===== src/rtl/pipe_skid_stage.sv =====
// Elastic pipeline stage: two-entry skid buffer with registered in_ready,
// flush-to-bubble, and a saturating count of empty output cycles.
//
// state | meaning
// EMPTY | nothing held; out_data shows BUBBLE
// ONE   | main holds the payload presented downstream
// TWO   | main presented, skid holds the next payload; upstream stalled
module pipe_skid_stage #(
  parameter int               WIDTH  = 64,
  parameter logic [WIDTH-1:0] BUBBLE = {WIDTH{1'b0}},
  parameter int               CNT_W  = 16
) (
  input  logic             clk,
  input  logic             reset,
  input  logic             flush,
  input  logic             in_valid,
  output logic             in_ready,
  input  logic [WIDTH-1:0] in_data,
  output logic             out_valid,
  input  logic             out_ready,
  output logic [WIDTH-1:0] out_data,
  output logic [1:0]       occupancy,
  output logic [CNT_W-1:0] bubble_cnt
);

  typedef enum logic [1:0] {
    EMPTY = 2'd0,
    ONE   = 2'd1,
    TWO   = 2'd2
  } state_t;

  state_t           state_q, state_d;
  logic [WIDTH-1:0] main_q, main_d;
  logic [WIDTH-1:0] skid_q, skid_d;
  logic             in_fire, out_fire;

  always_ff @(posedge clk or posedge reset) begin
    if (reset) begin
      state_q <= EMPTY;
      main_q  <= BUBBLE;
      skid_q  <= BUBBLE;
    end else begin
      state_q <= state_d;
      main_q  <= main_d;
      skid_q  <= skid_d;
    end
  end

  // Handshake outputs decode only the state flop, so no combinational
  // path runs from out_ready back to in_ready.
  always_comb begin
    out_valid = (state_q != EMPTY);
    in_ready  = (state_q != TWO);
    out_data  = main_q;
    occupancy = 2'd0;
    case (state_q)
      ONE:     occupancy = 2'd1;
      TWO:     occupancy = 2'd2;
      default: occupancy = 2'd0;
    endcase
  end

  assign in_fire  = in_valid & in_ready;
  assign out_fire = out_valid & out_ready;

  always_comb begin
    state_d = state_q;
    main_d  = main_q;
    skid_d  = skid_q;
    if (flush) begin
      state_d = EMPTY;
      main_d  = BUBBLE;
      skid_d  = BUBBLE;
    end else begin
      case (state_q)
        EMPTY: begin
          if (in_fire) begin
            state_d = ONE;
            main_d  = in_data;
          end
        end
        ONE: begin
          if (in_fire && out_fire) begin
            main_d = in_data;
          end else if (in_fire) begin
            state_d = TWO;
            skid_d  = in_data;
          end else if (out_fire) begin
            state_d = EMPTY;
            main_d  = BUBBLE;
          end
        end
        TWO: begin
          if (out_fire) begin
            state_d = ONE;
            main_d  = skid_q;
            skid_d  = BUBBLE;
          end
        end
        default: begin
          state_d = EMPTY;
          main_d  = BUBBLE;
          skid_d  = BUBBLE;
        end
      endcase
    end
  end

  always_ff @(posedge clk or posedge reset) begin
    if (reset) begin
      bubble_cnt <= '0;
    end else if (!out_valid && (bubble_cnt != {CNT_W{1'b1}})) begin
      bubble_cnt <= bubble_cnt + CNT_W'(1);
    end
  end

endmodule


===== config.mk =====
export PLATFORM = sky130hd
export DESIGN_NAME = pipe_skid_stage
export DESIGN_NICKNAME = d
export VERILOG_FILES = /design/src/rtl/pipe_skid_stage.sv
export SDC_FILE = /design/constraint.sdc
export NUM_CORES = 1
export LEC_CHECK = 0
export ABC_AREA = 0
export ABC_CLOCK_PERIOD_IN_PS = 12700
export CAP_MARGIN = 10
export CORE_UTILIZATION = 35
export CTS_CLUSTER_DIAMETER = 40
export DETAILED_ROUTE_END_ITERATION = 10
export HOLD_SLACK_MARGIN = 0.15
export PLACE_DENSITY = 0.64
export SETUP_SLACK_MARGIN = 0.1
export SLEW_MARGIN = 15
export SYNTH_ARGS = -nofsm -noshare
export SYNTH_HDL_FRONTEND = slang
export SYNTH_SLANG_ARGS = --single-unit

===== constraint.sdc =====
create_clock -name clk -period 12.7 [get_ports clk]
set_clock_uncertainty 0.05 [all_clocks]
set_input_delay 2.54 -clock clk [delete_from_list [all_inputs] [get_ports clk]]
set_output_delay 2.54 -clock clk [all_outputs]
set_load 0.01 [all_outputs]

; ---- Yosys cells after proc, flatten, opt, wreduce, memory -nomap -nowiden
; Cells that the tools add are included.
[totals]
ramBits = 0
elab_cells = 45
latchBits = 0
memories = 0
romBits = 0
ff_bits = 146
[op_classes]
n_mux = 18
shifts = 0
n_reduce_logical = 8
div = 0
bitwise_logic = 2
magnitude_cmp = 0
n_eq_ne = 12
multipliers = 0
n_addsub = 1
[ops]
columns = operator, count
row1 = $mux W64, 8
row2 = $pmux W64 S3, 2
row3 = $add A16 B1 Y16 const B, 1
row4 = $ne A16 B16 Y1 const B, 1
row5 = $mux W2, 6
row6 = $ne A3 B3 Y1 const B, 4
row7 = $ne A4 B4 Y1 const B, 3
row8 = $reduce_and A4 Y1, 3
row9 = $pmux W2 S3, 1
row10 = $ne A2 B2 Y1 const B, 2
row11 = $pmux W2 S2, 1
row12 = $and A1 B1 Y1, 2
row13 = $eq A2 B1 Y1 const B, 1
row14 = $eq A2 B2 Y1 const B, 1
row15 = $logic_and A1 B1 Y1, 2
row16 = $logic_not A2 Y1, 1
row17 = $reduce_bool A2 Y1, 1
row18 = $logic_not A1 Y1, 1

; ---- Logic depth before layout (Yosys ltp)
[logic_depth]
word_depth = 7
mapped_depth = 7
depth_no_buf = 5

; ---- Worst setup path after synthesis
; OpenSTA, ideal clock, no wires.
[synth_timing]
path_type = flip-flop to output port
from = register state_q[0]
to = output occupancy[1]
path_buffers = 2
path_stages_with_launch = 5
path_slack_ns = 8.995
arrival_ns = 1.115
required_time_ns = 10.110
cell_sequence = dfrtp_1 buf_2 nand2b_1 inv_1 clkbuf_1
[synth_via]
elab_chain_cells = 2
word_cells_on_any_way = 3
cone_classes = 2 x eq/ne / 1 x mux
[synth_lines]
columns = item, line
row1 = "start, declared", 32  ; state_t state_q, state_d;
row2 = "start signal, assigned", 43  ; state_q <= state_d;
row3 = $eq A2 B2 Y1 or $eq A2 B1 Y1 (tied branches), 56  ; case (state_q)
row4 = $pmux W2 S2 (*), 56
row5 = "end, declared", 22  ; output logic [1:0] occupancy,
; Every way passes the cells marked *; elsewhere a longest branch is shown, timed or not.

; ---- Final worst setup path
[layout_timing]
from = register state_q[1]
to = output occupancy[1]
; Same word-level chain as after synthesis.

==> results.cfg <==
[drt]
vias = 4998
routed_wl_um = 15850
wire_per_inst_um = 16.37
dr.pass1.iters = 11
drc_errors = 9
ant_nets = 0
drtIter0Drc = 217
viasPerCell = 5.163

[yosys]
synth_cell_types = 40
ys_seq_area_share_pct = 55.71
syn_avg_cell_area_sq_um = 11.10
syn_area_sq_um = 6558
ys_async_sr_fraction_pct = 100.0
synth_warnings = 0
syn_inst = 591
syn_nets = 661
synthFlopType = dfrtp_1
synth_edf_count = 0
postSynthRegisterBits = 146

[placed_design]
io_buffers = 152
dp_hpwl_um = 9908
place.gp.congestion = 0.7944
placed_area_sq_um = 8262
placed_cells = 937

[sta]
tns_ps = 0
final.min_clock_period_ps = 4428
setup_violations = 0
maxClockFrequency_mhz = 225.8
worst_pin_slew_ps = 1076
finalHoldWorstSlack_ps = 435.0
hold_viol = 0
period_share_pct = 34.86
slew_headroom_pct = 28.23
rsz0062_at_grt = no
slew_viol_final = 0

[clock_network]
cts_resized = 0
post_cts_buffers = 0
cts_tree = done
cts_max_path_buffers = 2
hold_buffers = 0
clk_pin_slew_ps = 60
cts_made_buffers = 17
h-tree-depth = 4
cts.sinks = 146
clockRootBuffer = clkbuf_16
clkLatencyLatePin_ps = 420

[power]
power-per-cell-area_nw_per_um2 = 143.9
ir_drop_v = 0.00009048
power_leakage_uw = 0.003859
total_power_uw = 1277

[grt]
grt_pass1_vias = 5270
track_usage_pct = 17.55
grt_pass1_wl_um = 27110
grt-ovfl-total = 0
antenna_found_initial = 0
grt_max_degree = 90

[hold_path]
hold_path.class = register to register

[run]
maxCapViolCount = 0

[finish]
nNetsFinal = 797
final_cell_mix = clkdlybuf4s50_1 (152), dfrtp_1 (146), nand2_1 (72)
area_growth_pct = 35.34
drive_above_1_share_pct = 6.901
multi_input_area_sq_um = 2491
fill_cells = 1598
final_area_sq_um = 8875
register_area_sq_um = 3654
n_antenna_cell = 0
layout_commonest_cell = clkdlybuf4s50_1
layoutNonFillerInstCount = 968

[floorplanning]
dieArea_sq_um = 19290
die_x_um = 138.9
placeableCoreArea_sq_um = 18150
rows = 49
dieHeight_um = 138.9
num_io_pins = 153
start_util_pct = 36.13

[worst_setup_path]
cp.arrival_ps = 1840
startpoint_type = register
path_class = register to output pin
end_kind = output pin
path_max_fanout = 11
cp.required_ps = 10110

[outcome]
violations = DRC
status = complete, but fails checks
logic make-up after synthesis:
logic type      after synthesis  synth area share [%]
flops                       146                 55.71
compound gates              145                 17.48
simple gates                110                 7.842
buf+inv                     109                 6.735
mux                          69                 10.57
xor+xnor                     11                 1.469
fa+ha+maj                     1                0.1908
per-layer routing:
metal | up-vias | GRT usage (%) | wire [um]
met5 | - | 0 | 0
met4 | 0 | 7.076 | 297
met3 | 18 | 3.246 | 773
met2 | 145 | 28.97 | 7455
met1 | 2480 | 22.78 | 7320
li1 | 2355 | - | -
final cells by class:
class,count,share of cell area [%]
timing repair buffer,159,17.74
sequential,146,41.17
clock buffer,18,4.836
tap,229,3.229
clock inverter,13,2.072
multi-input combinational,336,28.07
inverter,67,2.890
worst max-delay path, cell delays in order, from the launching register on:
cell             delay, ps
dfrtp_1                610
nand2b_1               170
inv_2                  110
clkdlybuf4s50_1        530
path summary, 6_finish.rpt:
path                                          startpoint                       end  slack, ps  depth (start not counted)
max in group asynchronous                          reset    skid_q[60]$_DFFE_PP0P_       8740                          3
worst min-delay path            out_data[36]$_DFFE_PP0P_  out_data[36]$_DFFE_PP0P_        430                          1
worst max register to register    state_q[1]$_DFFE_PP0P_    skid_q[38]$_DFFE_PP0P_      10510                          4
worst min register to register  out_data[36]$_DFFE_PP0P_  out_data[36]$_DFFE_PP0P_        430                          1
min in group asynchronous                          reset   out_data[1]$_DFFE_PP0P_       2620                          2
worst max-delay path              state_q[1]$_DFFE_PP0P_              occupancy[1]       8270                          3
state kept, by name (all words and copies together), names as in the netlist:
signal      cells
state_q         2
skid_q         64
bubble_cnt     16
out_data       64
where the power goes:
group | internal, uW | switching [uW]
Sequential | 503 | 32.6
Combinational | 110 | 104
Clock | 328 | 200
through the flow:
step	utilization, %	setup slack (ps)
after floorplan	-	6187
after global placement	45.53	7953
after detailed placement	45.53	7858
after CTS	48.90	8249
after global routing	48.90	8161
final	48.90	8272
cells in the mapped netlist (all sizes together), types with 5 or more instances:
library cell / count / area [sq um]
inv: 67 / 251.5
mux2i: 67 / 670.6
buf: 29 / 141.4
nor2: 8 / 32.54
nand2: 72 / 270.3
a21oi: 9 / 48.80
xor2: 10 / 87.58
o2bb2ai: 64 / 560.5
nor3: 6 / 46.30
clkbuf: 13 / 48.80
dfrtp: 146 / 3654
nand3: 5 / 25.02
a22oi: 64 / 480.5
(Power assumes the default switching activity.)
